$ cat config.mk
export PLATFORM = sky130hd
export DESIGN_NAME = cvp14
export DESIGN_NICKNAME = d
export VERILOG_FILES = /design/src/rtl/cvp14.sv
export SDC_FILE = /design/constraint.sdc
export NUM_CORES = 1
export LEC_CHECK = 0
export CORE_ASPECT_RATIO = 0.7
export CORE_MARGIN = 10
export CORE_UTILIZATION = 50
export DETAILED_ROUTE_END_ITERATION = 16
export PLACE_DENSITY = 0.68
export REMOVE_ABC_BUFFERS = 1
export SLEW_MARGIN = 40
export SYNTH_ARGS = -nofsm -noshare
export SYNTH_HDL_FRONTEND = slang
export SYNTH_SLANG_ARGS = --single-unit
export TNS_END_PERCENT = 10
$ cat constraint.sdc
create_clock -name Clk1 -period 5.87 [get_ports Clk1]
set_input_delay 0.587 -clock Clk1 [delete_from_list [all_inputs] [get_ports Clk1]]
set_output_delay 0.587 -clock Clk1 [all_outputs]
set_load 0.1 [all_outputs]
$ cat src/rtl/cvp14.sv
// cvp14: compact 16-bit multi-cycle core sharing one memory port
// between instruction fetch and data load/store.
module cvp14_regs (
  input  logic        clk,
  input  logic        rst_n,
  input  logic        we,
  input  logic [2:0]  waddr,
  input  logic [15:0] wdata,
  input  logic [2:0]  ra0,
  input  logic [2:0]  ra1,
  input  logic [2:0]  ra2,
  output logic [15:0] rd0,
  output logic [15:0] rd1,
  output logic [15:0] rd2
);

  logic [15:0] scalar [0:7];

  always_ff @(posedge clk) begin
    if (!rst_n) begin
      for (int i = 0; i < 8; i++) begin
        scalar[i] <= '0;
      end
    end else if (we) begin
      scalar[waddr] <= wdata;
    end
  end

  assign rd0 = scalar[ra0];
  assign rd1 = scalar[ra1];
  assign rd2 = scalar[ra2];

endmodule

module cvp14 (
  input  logic        Clk1,
  input  logic        Reset,
  input  logic [15:0] DataIn,
  output logic [15:0] Addr,
  output logic        RD,
  output logic        WR,
  output logic [15:0] DataOut,
  output logic        V
);

  typedef enum logic [2:0] {
    S_FETCH,
    S_DECODE,
    S_EXEC,
    S_MEM,
    S_HALT
  } state_e;

  localparam logic [3:0] OP_SADD = 4'h0;
  localparam logic [3:0] OP_SAND = 4'h1;
  localparam logic [3:0] OP_SOR  = 4'h2;
  localparam logic [3:0] OP_SLL  = 4'h3;
  localparam logic [3:0] OP_SLH  = 4'h4;
  localparam logic [3:0] OP_SLD  = 4'h5;
  localparam logic [3:0] OP_SST  = 4'h6;
  localparam logic [3:0] OP_BRZ  = 4'h7;
  localparam logic [3:0] OP_JMP  = 4'h8;
  localparam logic [3:0] OP_HALT = 4'hF;

  state_e      state_q;
  state_e      state_d;
  logic [15:0] PC;
  logic [15:0] pc_d;
  logic [15:0] instruction;
  logic [15:0] instr_d;
  logic        v_d;

  logic [3:0]  op;
  logic [2:0]  rd_a;
  logic [2:0]  rs_a;
  logic [2:0]  rt_a;
  logic [5:0]  imm6;
  logic [7:0]  imm8;
  logic [8:0]  imm9;
  logic [11:0] imm12;

  logic [15:0] rd_val;
  logic [15:0] rs_val;
  logic [15:0] rt_val;
  logic [15:0] sum;
  logic        ovf;
  logic [15:0] ea;
  logic [15:0] br_tgt;

  logic        we;
  logic [15:0] wd;

  logic        is_fetch;
  logic        is_st;
  logic        is_ld;

  assign op    = instruction[15:12];
  assign rd_a  = instruction[11:9];
  assign rs_a  = instruction[8:6];
  assign rt_a  = instruction[5:3];
  assign imm6  = instruction[5:0];
  assign imm8  = instruction[7:0];
  assign imm9  = instruction[8:0];
  assign imm12 = instruction[11:0];

  cvp14_regs scalar (
    .clk   (Clk1),
    .rst_n (Reset),
    .we    (we),
    .waddr (rd_a),
    .wdata (wd),
    .ra0   (rd_a),
    .ra1   (rs_a),
    .ra2   (rt_a),
    .rd0   (rd_val),
    .rd1   (rs_val),
    .rd2   (rt_val)
  );

  assign sum    = rs_val + rt_val;
  assign ovf    = (rs_val[15] == rt_val[15]) &&
                  (sum[15] != rs_val[15]);
  assign ea     = rs_val + {{10{imm6[5]}}, imm6};
  assign br_tgt = PC + {{7{imm9[8]}}, imm9};

  always_comb begin
    state_d = state_q;
    pc_d    = PC;
    instr_d = instruction;
    v_d     = V;
    we      = 1'b0;
    wd      = '0;
    unique case (state_q)
      S_FETCH: begin
        state_d = S_DECODE;
      end
      S_DECODE: begin
        instr_d = DataIn;
        pc_d    = PC + 16'd1;
        state_d = S_EXEC;
      end
      S_EXEC: begin
        state_d = S_FETCH;
        case (op)
          OP_SADD: begin
            we  = 1'b1;
            wd  = sum;
            v_d = ovf;
          end
          OP_SAND: begin
            we = 1'b1;
            wd = rs_val & rt_val;
          end
          OP_SOR: begin
            we = 1'b1;
            wd = rs_val | rt_val;
          end
          OP_SLL: begin
            we = 1'b1;
            wd = {8'h00, imm8};
          end
          OP_SLH: begin
            we = 1'b1;
            wd = {imm8, rd_val[7:0]};
          end
          OP_SLD: begin
            state_d = S_MEM;
          end
          OP_SST: begin
            state_d = S_FETCH;
          end
          OP_BRZ: begin
            if (rd_val == 16'h0000) begin
              pc_d = br_tgt;
            end
          end
          OP_JMP: begin
            pc_d = {4'h0, imm12};
          end
          OP_HALT: begin
            state_d = S_HALT;
          end
          default: begin
            state_d = S_FETCH;
          end
        endcase
      end
      S_MEM: begin
        we      = 1'b1;
        wd      = DataIn;
        state_d = S_FETCH;
      end
      S_HALT: begin
        state_d = S_HALT;
      end
      default: begin
        state_d = S_FETCH;
      end
    endcase
  end

  always_ff @(posedge Clk1) begin
    if (!Reset) begin
      state_q     <= S_FETCH;
      PC          <= '0;
      instruction <= '0;
      V           <= 1'b0;
    end else begin
      state_q     <= state_d;
      PC          <= pc_d;
      instruction <= instr_d;
      V           <= v_d;
    end
  end

  assign is_fetch = (state_q == S_FETCH);
  assign is_st    = (state_q == S_EXEC) && (op == OP_SST);
  assign is_ld    = (state_q == S_EXEC) && (op == OP_SLD);

  // Port is quiet while held in reset so no stray access escapes.
  always_comb begin
    Addr    = PC;
    RD      = 1'b0;
    WR      = 1'b0;
    DataOut = '0;
    if (!Reset) begin
      Addr = '0;
    end else begin
      unique case (1'b1)
        is_fetch: begin
          RD = 1'b1;
        end
        is_st: begin
          Addr    = ea;
          WR      = 1'b1;
          DataOut = rd_val;
        end
        is_ld: begin
          Addr = ea;
          RD   = 1'b1;
        end
        default: begin
          Addr = PC;
        end
      endcase
    end
  end

endmodule

Word level (Yosys, flattened, before mapping)
Memories as Yosys holds them, arrays and structs flattened. A register that Yosys moved wholly into a read port is not among the register bits.
Cells that the tools add are included.
- bits of input ports: 18
- logic and storage cells: 71
- memories kept: 1
- memory bits (writable): 128
- register bits: 36
- memory list (name ; words ; bits a word ; read ports ; clocked after memory_dff ; wr ports ; RTL line ; source):
    scalar.scalar ; 8 ; 16 ; 3 ; 3 ; 8 ; 17 ; logic [15:0] scalar [0:7];
- add/sub/neg operators: 4
- reductions and logical operators: 13
- bitwise logic cells: 2
- eq/ne operators: 17
- mux-type cells: 30
- operator list (operator ; count):
    $mux 16 ; 6
    $pmux 16 s2 ; 3
    $pmux 16 s5 ; 1
    $add 16x16->16 ; 3
    $mux 3 ; 7
    $add 16x1->16 const B ; 1
    $and 16x16->16 ; 1
    $eq 4x3->1 const B ; 4
    $logic_not 16->1 ; 1
    $or 16x16->16 ; 1
    $reduce_or 16->1 ; 1
    $pmux 3 s4 ; 1
    $mux 1 ; 10
    $eq 4x2->1 const B ; 2
    $eq 4x4->1 const B ; 2
    $eq 3x2->1 const B ; 2
    $pmux 3 s2 ; 1
    $reduce_or 5->1 ; 1
    $eq 4x1->1 const B ; 1
    $logic_not 4->1 ; 1
    $reduce_or 2->1 ; 2
    $eq 3x1->1 const B ; 1
    $eq 3x3->1 const B ; 1
    $logic_and 1x1->1 ; 3
    9 further kinds ; 9

Depth between registers and ports, before layout
Gate-level depths: netlist of the first run.
- depth in word-level cells: 9
- depth in mapped cells: 16
- gate-level depth less buffers: 14

By module
Synthesis of the first run repeated with hierarchy kept, for this count alone.
- cells, all modules: 1257
- area, all modules: 13419.1 µm²
- modules (own cells, without submodules) (module ; sequential area each (µm²) ; area an instance (µm²) ; times used ; cells each):
    cvp14_regs ; 3843.7 ; 7947.6 ; 1 ; 487
    cvp14 ; 720.7 ; 5471.5 ; 1 ; 770

Worst setup path after synthesis of the first run
Ideal clock, no wire load.
- path type: register to output
- from: reg with a tool-made name
- to: out Addr[14]
- path slack: -1.837 ns
- data required time: 5.283 ns
- data arrival time: 7.120 ns
- stages on the path, launching flop included: 16
- cells stage by stage: dfxtp_1 -> clkbuf_1 -> buf_1 -> mux4_2 -> mux2i_1 -> inv_1 -> ha_1 -> inv_1 -> fa_1 -> nor2b_1 -> o31a_1 -> o41ai_1 -> o21ai_0 -> o41ai_1 -> o21ai_0 -> o311ai_0
- RTL lines (item ; RTL line ; source):
    end: declaration ; 39 ; output logic [15:0] Addr,

==> flow_summary.toml, run 1 <==
[sta]
drv_slew = 0
relSlewSlack = 0.408
rsz0062_at_grt = "no"
fin_skew_ns = 0.00889
fin_crit_ns = 5.56
finalHoldViolCount = 0
fin_ws_ns = 0.312
hold_ws_ns = 0.543
setup_viol = 0
tightest_slew_ns = 0.884
period_share = 0.947
clock.fmax_mhz = 180
finalSetupTns_ns = 0

[floorplan]
die_x_um = 213
io_pins = 53
die_area_mm2 = 0.0331
start_util = 0.509
core_mm2 = 0.0257
die_y_um = 155
num_rows = 49

[detailed_routing]
wl_met3_um = 6580
routed_via_density = 6.82
drc_errors = 0
dr.pass1.iters = 5
drt_iter0_markers = 1670
dr.max_layer_used = "met4"
dr_wl_met2_um = 18900
ant_nets = 0
wl_met1_um = 17900
wl_per_cell_um = 26.5
drt-total-wl_um = 44700
vias = 11508

[placement]
gp_congestion = 0.962
place_worst_setup_slack_ns = 0.612
dp_hpwl_um = 32100
port_buffers = 52
dp_cells = 1655

[critical_path]
worstPathCellList = "buf_4, mux4_2, mux2i_1, inv_1, ha_1, nor3_1, nor2_1, o41ai_2, o21ai_0, o41ai_1, o21ai_0, or4b_2, o311ai_0, buf_4, buf_12"
slowest_delay_ns = 0.63
start_kind = "flop"
cp.arrival_ns = 4.97
critPathTopFamily = "buffers and inverters"
crit_cells = 15
slowest_stage = "dfxtp_2"
end_kind = "output pin"
crit_buf_inv = 4
critPathRequiredTime_ns = 5.28
cp_max_fo = 20
reg2reg_depth = 12
crit_type = "flop to output pin"

[pwr]
ir_drop_mv = 0.239
powerDensity_mw_per_mm2 = 237
leakagePower_nw = 5.25
power.total_w = 0.00345

[cells_and_area]
insertedDiodeCount = 0
fin_nets = 1427
regArea_mm2 = 0.00475
multi_input_area_mm2 = 0.00786
fillers = 2237
instances_no_fill = 1687
layout-drive-gt1-share = 0.173
syn2layout_area_growth_pct = 11.1
layout_commonest_cell = "nor2_1"
mostFrequentLayoutCells = "224 x nor2_1, 128 x edfxtp_1, 109 x nand2_1, 93 x mux4_2, 82 x a21oi_1"

[yosys]
synth_edf_count = 128
synth_cell_type_count = 69
synthArstFlopShare = 0
synth_top_area_cell = "edfxtp_1"
syn_area_per_cell_um2 = 9.96
ys_warn_count = 0
synth.cell_area_mm2 = 0.0131
yosysSeqAreaShare = 0.363
synth_seq_cells = 173
synth_top_area_frac = 0.294
ys.flop_type = "edfxtp_1"
netlist_top_cells_area = "edfxtp_1 29%, mux4_2 16%, dfxtp_1 6.9%, nor2_1 6.4%, ha_1 6.0%"
synthCells = 1313

[clocking]
cts_tree = "done"
cts_root_buffer = "clkbuf_16"
numClockSinks = 173
cts.clk_slew.worst_paths_ns = 0.07
cts_buffers = 17
clock_latency_ns = 0.45
hold_buffers = 0
postCtsSetupRepairBufs = 0
htree_levels = 4
cts_buffer_depth = 2

[hold_path]
worstHoldPathCells = 2
hold_path.class = "flop to flop"

[global_route]
grt_pass1_wl_um = 66300
grt-ovfl-total = 0
grt_use_total = 0.268
first_global_vias = 10646
grt_max_degree = 49
antenna_found_initial = 0

[run_status]
status = "completed"

[job]
cap_viol_max_count = 0
-- power by group --
part | total [W] | switching (W) | internal, W
clock | 0.00112 | 0.000532 | 0.000590
combinational | 0.000867 | 0.000513 | 0.000354
sequential | 0.00146 | 0.0000972 | 0.00136
-- synth_stat cells, types with 8 or more instances --
library cell	instances
nand2_1	116
ha_1	63
dfxtp_1	45
nor2b_1	16
mux4_2	93
nand3_1	23
xor2_1	15
nor3b_1	10
mux2_2	8
a211oi_1	10
mux2i_1	55
xnor2_1	21
clkbuf_1	56
nor2_1	224
nor4_1	8
a21o_1	8
a21oi_1	82
edfxtp_1	128
o21ai_0	41
nand2b_1	12
nor3_1	61
a221oi_1	11
o22ai_1	11
o211ai_1	9
inv_1	50
buf_1	13
-- final cells by class --
cell class | count | area share
Multi-Input combinational cell | 1012 | 0.541
Sequential cell | 173 | 0.327
Timing Repair Buffer | 89 | 0.0522
Clock buffer | 17 | 0.0293
Tap cell | 331 | 0.0285
Inverter | 50 | 0.0129
Clock inverter | 15 | 0.00947
-- flip-flops by register name, indices dropped and copies added (netlist names), named ones only --
signal and count:
scalar.scalar 128, instruction 16, state_q 3, V 1
PC 16
-- logic make-up after synthesis --
group | Yosys count | synth area share
flops | 173 | 0.363
mux | 158 | 0.213
compound gates | 241 | 0.121
simple gates | 511 | 0.176
fa+ha+maj | 66 | 0.0649
buf+inv | 128 | 0.0386
xor+xnor | 36 | 0.0241
-- per-stage QoR --
stage	utilization	area, um2
finish	0.566	14500
global route	0.566	14500
CTS	0.565	14500
detailed placement	0.543	14000
global placement	0.543	13900
floorplan	-	12800
-- what timing repair did --
item | in CTS | in global routing
resized for setup | 0 | 1
setup endpoints to repair | 0 | 1
hold endpoints to repair | 0 | 0
-- final timing paths --
path	startpoint	endpoint	slack (ns)
setup / recovery	flop	Addr[14]	0.31
hold / removal	instruction[15]	instruction[15]	0.54
setup reg to reg	flop	scalar.scalar[7][15]	0.85
hold reg to reg	instruction[15]	instruction[15]	0.54
-- worst register-to-register path, cell delays in order, from the launching register on --
cell	delay, ns
dfxtp_2	0.63
buf_4	0.47
mux4_2	0.58
mux2i_1	0.29
inv_1	0.12
ha_1	0.24
or3_1	0.43
o2111ai_1	0.30
a21oi_1	0.13
o31ai_1	0.66
xnor2_1	0.17
a221oi_2	0.63
nor2_1	0.10
-- per-layer routing --
metal,vias up,track usage
met1,5559,0.371
met4,0,0.0986
met5,-,0
li1,4980,-
met2,876,0.378
met3,93,0.0919
No activity file was read; power rests on OpenSTA's default activity.
==> run 2: changes to the inputs <==
--- a/config.mk
+++ b/config.mk
@@ -7,12 +7,11 @@
 export LEC_CHECK = 0
 export CORE_ASPECT_RATIO = 0.7
 export CORE_MARGIN = 10
-export CORE_UTILIZATION = 50
+export CORE_UTILIZATION = 35
 export DETAILED_ROUTE_END_ITERATION = 16
-export PLACE_DENSITY = 0.68
 export REMOVE_ABC_BUFFERS = 1
 export SLEW_MARGIN = 40
 export SYNTH_ARGS = -nofsm -noshare
 export SYNTH_HDL_FRONTEND = slang
 export SYNTH_SLANG_ARGS = --single-unit
-export TNS_END_PERCENT = 10
+export TNS_END_PERCENT = 1
==> run 2 against run 1 <==
Net effect:
- sequential power hardly changed
- utilization is 17 points lower
- worst hold slack worse by 0.0019 ns
- setup slack better by 0.10 ns
- critical path type unchanged
- routed wire length is 4.0% higher
- cell area is 1.6% higher
- combinational power is 1% higher
- count of clock-buffer cells in the layout is 1 higher
- clock skew is 0.0061 ns higher
- first-iteration DRC count is 6.1% higher
==> flow_summary.toml, run 2 (same netlist as run 1, synthesis figures left out) <==
[detailed_routing]
routed_via_density = 6.17
dr.pass1.iters = 6
vias = 11413
drt-total-wl_um = 46500
ant_nets = 0
drc_errors = 0
wl_per_cell_um = 25.2
drt_iter0_markers = 1772

[clocking]
cts_root_buffer = "clkbuf_16"
cts_buffers = 17
cts.clk_slew.worst_paths_ns = 0.07
cts_tree = "done"
numClockSinks = 173
htree_levels = 4
postCtsSetupRepairBufs = 0
clock_latency_ns = 0.46
cts_buffer_depth = 2
hold_buffers = 0

[global_route]
grt_pass1_wl_um = 69800
grt_use_total = 0.201
antenna_found_initial = 0
grt-ovfl-total = 0
grt_max_degree = 38
first_global_vias = 10658

[floorplan]
die_x_um = 251
start_util = 0.353
core_mm2 = 0.0371
die_area_mm2 = 0.0456
num_rows = 59
io_pins = 53
die_y_um = 182

[pwr]
powerDensity_mw_per_mm2 = 233
leakagePower_nw = 5.28
ir_drop_mv = 0.205

[cells_and_area]
layout-drive-gt1-share = 0.175
mostFrequentLayoutCells = "224 x nor2_1, 128 x edfxtp_1, 113 x nand2_1, 93 x mux4_2, 82 x a21oi_1"
fillers = 3630
reg.largest.list = "scalar.scalar: 128 flops, PC: 16 flops, instruction: 16 flops"
layout_commonest_cell = "nor2_1"
syn2layout_area_growth_pct = 13.0
insertedDiodeCount = 0
fin_nets = 1433
regMostFlops = "scalar.scalar"
largest_register_ffs = 128
instances_no_fill = 1850

[placement]
dp_hpwl_um = 33700
gp_congestion = 0.941
dp_cells = 1818
port_buffers = 52

[sta]
relSlewSlack = 0.441
period_share = 0.929
hold_ws_ns = 0.541
finalHoldViolCount = 0
clock.fmax_mhz = 183
drv_slew = 0
setup_viol = 0
fin_skew_ns = 0.0150
fin_crit_ns = 5.46
rsz0062_at_grt = "no"
tightest_slew_ns = 0.839

[critical_path]
critPathTopFamily = "compound AO/OA/AOI/OAI gates"
crit_buf_inv = 3
slowest_stage = "dfxtp_4"
start_kind = "flop"
r2r_end = "scalar.scalar[2][15]"
cp_max_fo = 17
reg2reg_depth = 12
slowest_delay_ns = 0.56
crit_type = "flop to output pin"
critPathRequiredTime_ns = 5.28
cp.arrival_ns = 4.87
crit_cells = 14
reg2reg_setup_slack_ns = 1.07
worstPathCellList = "buf_4, mux4_2, mux2i_1, inv_1, ha_1, nand2_1, o21ai_0, nor3_1, o31a_1, o41ai_1, a31oi_1, xnor2_1, o31ai_1, buf_12"
end_kind = "output pin"
worstSetupEndpoint = "Addr[15]"

[run_status]
status = "completed"

[job]
cap_viol_max_count = 0

[hold_path]
hold_path.class = "flop to flop"
## run 2: cell types whose count changed in the layout (fill, tap and decap cells not counted), moves of 2 or more
cell,before,now
buf_4,67,71
inv_8,2,0
nand2_1,109,113
dfxtp_1,41,39
dfxtp_4,1,3
nand2_2,7,3
## run 2: cell type report
| type | count | area [um2] | area share |
|---|---|---|---|
| multi-input combinational | 1012 | 7870 | 0.532 |
| sequential | 173 | 4760 | 0.322 |
| timing repair buffer | 95 | 805 | 0.0545 |
| tap | 488 | 611 | 0.0413 |
| clock buffer | 18 | 429 | 0.0290 |
| inverter | 50 | 188 | 0.0127 |
| clock inverter | 14 | 118 | 0.00796 |
## run 2: worst register-to-register path: stages, from the launching register on
cell       delay (ns)
dfxtp_2          0.67
buf_4            0.39
mux4_2           0.53
mux2i_1          0.24
inv_1            0.08
ha_1             0.24
or3_1            0.47
o2111ai_1        0.30
a21oi_1          0.13
o31ai_1          0.55
xnor2_1          0.16
a221oi_2         0.66
nor2_1           0.10
## run 2: what timing repair did
action / CTS / global route
resized for setup: 1 / 2
cloned: 0 / 0
endpoints found under the setup margin: 1 / 2
## run 2: report_power, final
group / internal [W] / total, W / switching (W)
sequential: 0.00136 / 0.00146 / 0.0000972
combinational: 0.000358 / 0.000876 / 0.000517
clock: 0.000583 / 0.00111 / 0.000530
total: 0.00230 / 0.00344 / 0.00114
## run 2: worst min path at each step
stage	from	to	slack, ns	cells after the start
floorplan	instruction[9]	flop	0.47	2
global placement	instruction[15]	instruction[15]	0.52	2
detailed placement	instruction[15]	instruction[15]	0.53	2
CTS	instruction[15]	instruction[15]	0.54	2
global route	PC[12]	PC[12]	0.57	2
finish	PC[12]	PC[12]	0.54	2
## run 2: per-layer routing
layer	vias up	share of wire	global-route usage
met4	0	0.015	0.0433
met3	60	0.13	0.0558
li1	4990	-	-
met2	776	0.42	0.288
met5	-	0	0
met1	5587	0.44	0.294
## run 2: stage by stage
stage	area, um2	setup TNS [ns]	utilization	worst slack, ns	total power, W
after global routing	14800	0	0.399	0.0806	0.00357
after floorplan	12800	-3.55	-	-2.32	0.00204
after CTS	14700	0	0.398	0.00953	0.00343
after detailed placement	14200	0	0.383	0.504	0.00233
final	14800	0	0.399	0.414	0.00344
after global placement	14200	0	0.383	0.615	0.00232
==> run 3: changes to the inputs <==
--- a/config.mk
+++ b/config.mk
@@ -5,11 +5,14 @@
 export SDC_FILE = /design/constraint.sdc
 export NUM_CORES = 1
 export LEC_CHECK = 0
+export ABC_AREA = 1
 export CORE_ASPECT_RATIO = 0.7
 export CORE_MARGIN = 10
 export CORE_UTILIZATION = 35
 export DETAILED_ROUTE_END_ITERATION = 16
 export REMOVE_ABC_BUFFERS = 1
+export SETUP_SLACK_MARGIN = 0.15
+export SKIP_CTS_REPAIR_TIMING = 1
 export SLEW_MARGIN = 40
 export SYNTH_ARGS = -nofsm -noshare
 export SYNTH_HDL_FRONTEND = slang
==> run 3 against run 2 <==
Net effect:
- flip-flop and latch count unchanged
- first-iteration DRC count increased by 29%
- non-clock buffer count decreased by 9
- count of clock-buffer cells in the layout decreased by 1
- power increased by 24%
- via count increased by 31%
- critical endpoint is now Addr[10]
- worst hold slack got worse by 0.031 ns
- highest routed layer unchanged
- final cell count increased by 46%
- clock power increased by 11%
==> flow_summary.toml, run 3 <==
[pwr]
power.total_w = 0.00427
powerDensity_mw_per_mm2 = 271
p_clk_frac = 0.289
ir_drop_mv = 0.235
intPower_w = 0.00253
switchingPower_w = 0.00174
pwr-share-seq = 0.343
combinationalPowerShare = 0.369
p_sw_frac = 0.408
leakagePower_nw = 6.97

[yosys]
ys_warn_count = 0
synth_top_area_cell = "edfxtp_1"
syn_area_per_cell_um2 = 6.55
synth_seq_cells = 173
synth_top_area_frac = 0.272
synthCells = 2155
ys.flop_type = "edfxtp_1"
synth_cell_type_count = 41
synthTopCellsByCount = "512 x nand2_1, 296 x a21oi_1, 282 x inv_1"
yosysSeqAreaShare = 0.336
synth.cell_area_mm2 = 0.0141
netlist_top_cells_area = "edfxtp_1 27%, nand2_1 14%, a21oi_1 10%, o21ai_0 8.3%, inv_1 7.5%"
yosysMostFrequentCell = "nand2_1"
synth_edf_count = 128
synthArstFlopShare = 0

[cells_and_area]
syn2layout_area_growth_pct = 11.7
layout_commonest_cell = "nand2_1"
reg.largest.list = "scalar.scalar: 128 flops, PC: 16 flops, instruction: 16 flops"
mostFrequentLayoutCells = "510 x nand2_1, 296 x a21oi_1, 280 x inv_1, 232 x o21ai_0, 222 x nor2_1"
fillers = 4146
layout-drive-gt1-share = 0.0594
largest_register_ffs = 128
insertedDiodeCount = 0
fin_nets = 2242
regMostFlops = "scalar.scalar"

[global_route]
first_global_vias = 13330
grt-ovfl-total = 0
grt_max_degree = 68
antenna_found_initial = 0
grt_pass1_wl_um = 83200
grt_use_total = 0.221

[hold_path]
hp-start = "instruction[15]"
worstHoldPathCells = 2
hold_path.class = "flop to flop"

[clocking]
clock_latency_ns = 0.46
cts_root_buffer = "clkbuf_16"
cts.clk_slew.worst_paths_ns = 0.07
cts_buffers = 17
cts_tree = "done"
htree_levels = 4
cts_buffer_depth = 2
numClockSinks = 173

[floorplan]
core_mm2 = 0.0398
die_y_um = 188
io_pins = 53
die_x_um = 260
die_area_mm2 = 0.0489
start_util = 0.355
num_rows = 61

[detailed_routing]
dr.pass1.iters = 8
drt_iter0_markers = 2293
wl_per_cell_um = 20.7
vias = 15002
ant_nets = 0
drc_errors = 0
routed_via_density = 5.54
drt-total-wl_um = 56000

[critical_path]
crit_type = "flop to output pin"
critPathRequiredTime_ns = 5.28
slowest_delay_ns = 0.75
cp.arrival_ns = 4.65
end_kind = "output pin"
start_kind = "flop"
crit_top_cell = "nand2_1"
slowest_stage = "dfxtp_1"
crit_cells = 21
worstPathCellList = "inv_1, a21oi_1, o21ai_0, nand2_1, inv_1, o21ai_0, inv_1, fa_1, nor2_1, o21ai_0, nand2_1, nand2_1, nand2_1, nand3_1, or2_2, nand2_1, nand2_1, nand3_1, nand2_1, inv_1, buf_12"
reg2reg_depth = 20
critPathTopFamily = "simple AND/OR/NAND/NOR gates"
cp_max_fo = 18
crit_buf_inv = 5

[sta]
fin_crit_ns = 5.24
drv_slew = 0
rsz0062_at_grt = "no"
finalHoldViolCount = 0
fin_ws_ns = 0.633
tightest_slew_ns = 0.896
fin_skew_ns = 0.0190
period_share = 0.892
setup_viol = 0
clock.fmax_mhz = 191
relSlewSlack = 0.402

[run_status]
status = "completed"

[job]
cap_viol_max_count = 0

[placement]
dp_hpwl_um = 39800
place_worst_setup_slack_ns = 1.20
gp_congestion = 0.983
port_buffers = 52
run 3: changes by cell type after synthesis, moves of 10 or more:
cell / delta
nor3_1: -51
nand2b_1: -12
xnor2_1: -16
nand3_1: +111
clkinv_1: +14
nor3b_1: -10
a21oi_1: +214
buf_2: +16
mux4_2: -93
nand2_1: +396
nor2b_1: -16
inv_1: +232
o21ai_0: +192
mux2i_1: -55
run 3: metrics by stage:
step	util	cell area (um2)	setup TNS, ns	std cells	hold slack [ns]
after global placement	0.382	15200	0	2673	0.494
after global routing	0.397	15800	0	2706	0.549
after detailed placement	0.381	15200	0	2673	0.498
after CTS	0.396	15800	0	2705	0.507
final	0.397	15800	0	2706	0.510
after floorplan	-	13600	-0.0642	2053	0.476
run 3: kinds of logic (layout without fill, tap and decap cells):
group                      count (synthesis)  in the layout  share of synthesized area
and+or+nand+nor                          905            905                      0.259
AOI/OAI and AO/OA                        591            591                      0.219
xor gates and xnor gates                  21             21                     0.0130
buffers and inverters                    399            415                      0.113
adders and majority gates                 66             66                     0.0601
DFF                                      173            173                      0.336
run 3: power groups by stage:
| stage | clock (W) | combinational, W | sequential (W) |
|---|---|---|---|
| after detailed placement | 0 | 0.00152 | 0.00149 |
| after floorplan | 0 | 0.00100 | 0.00148 |
| after global routing | 0.00129 | 0.00173 | 0.00147 |
| final | 0.00123 | 0.00157 | 0.00146 |
| after CTS | 0.00124 | 0.00153 | 0.00146 |
| after global placement | 0 | 0.00150 | 0.00149 |
run 3: cell type report:
| cell class | count | area (um2) | share of cell area |
|---|---|---|---|
| multi-input cells | 1583 | 7800 | 0.495 |
| flip-flops and latches | 173 | 4750 | 0.301 |
| well taps | 535 | 669 | 0.0424 |
| inverters | 297 | 1120 | 0.0708 |
| clock inverters | 15 | 183 | 0.0116 |
| repair buffers | 86 | 826 | 0.0524 |
| clock buffers | 17 | 425 | 0.0270 |
run 3: final timing paths:
check,to,slack [ns]
min,state_q[2],0.51
min reg2reg,state_q[2],0.51
max reg2reg,scalar.scalar[0][15],1.25
max,Addr[10],0.63
run 3: worst reg2reg max path, stage by stage (launching register included):
cell     delay, ns
dfxtp_2       0.65
inv_1         0.41
buf_4         0.37
a21oi_1       0.20
o21ai_0       0.09
nand2_1       0.08
inv_1         0.04
o21ai_0       0.52
inv_1         0.10
ha_1          0.38
nand2_1       0.16
o21ai_0       0.19
inv_1         0.06
nand2_1       0.15
nand3_1       0.19
nand2_1       0.15
nand2_1       0.06
nand3_1       0.08
nand2_1       0.13
nand2_1       0.24
a21oi_1       0.10
run 3: layer usage:
layer	GRT usage	vias to the layer above	wire (um)
met5	0	-	0
met4	0.0522	0	976
met3	0.0529	80	7200
met2	0.306	889	22500
met1	0.334	6928	25300
li1	-	7105	-
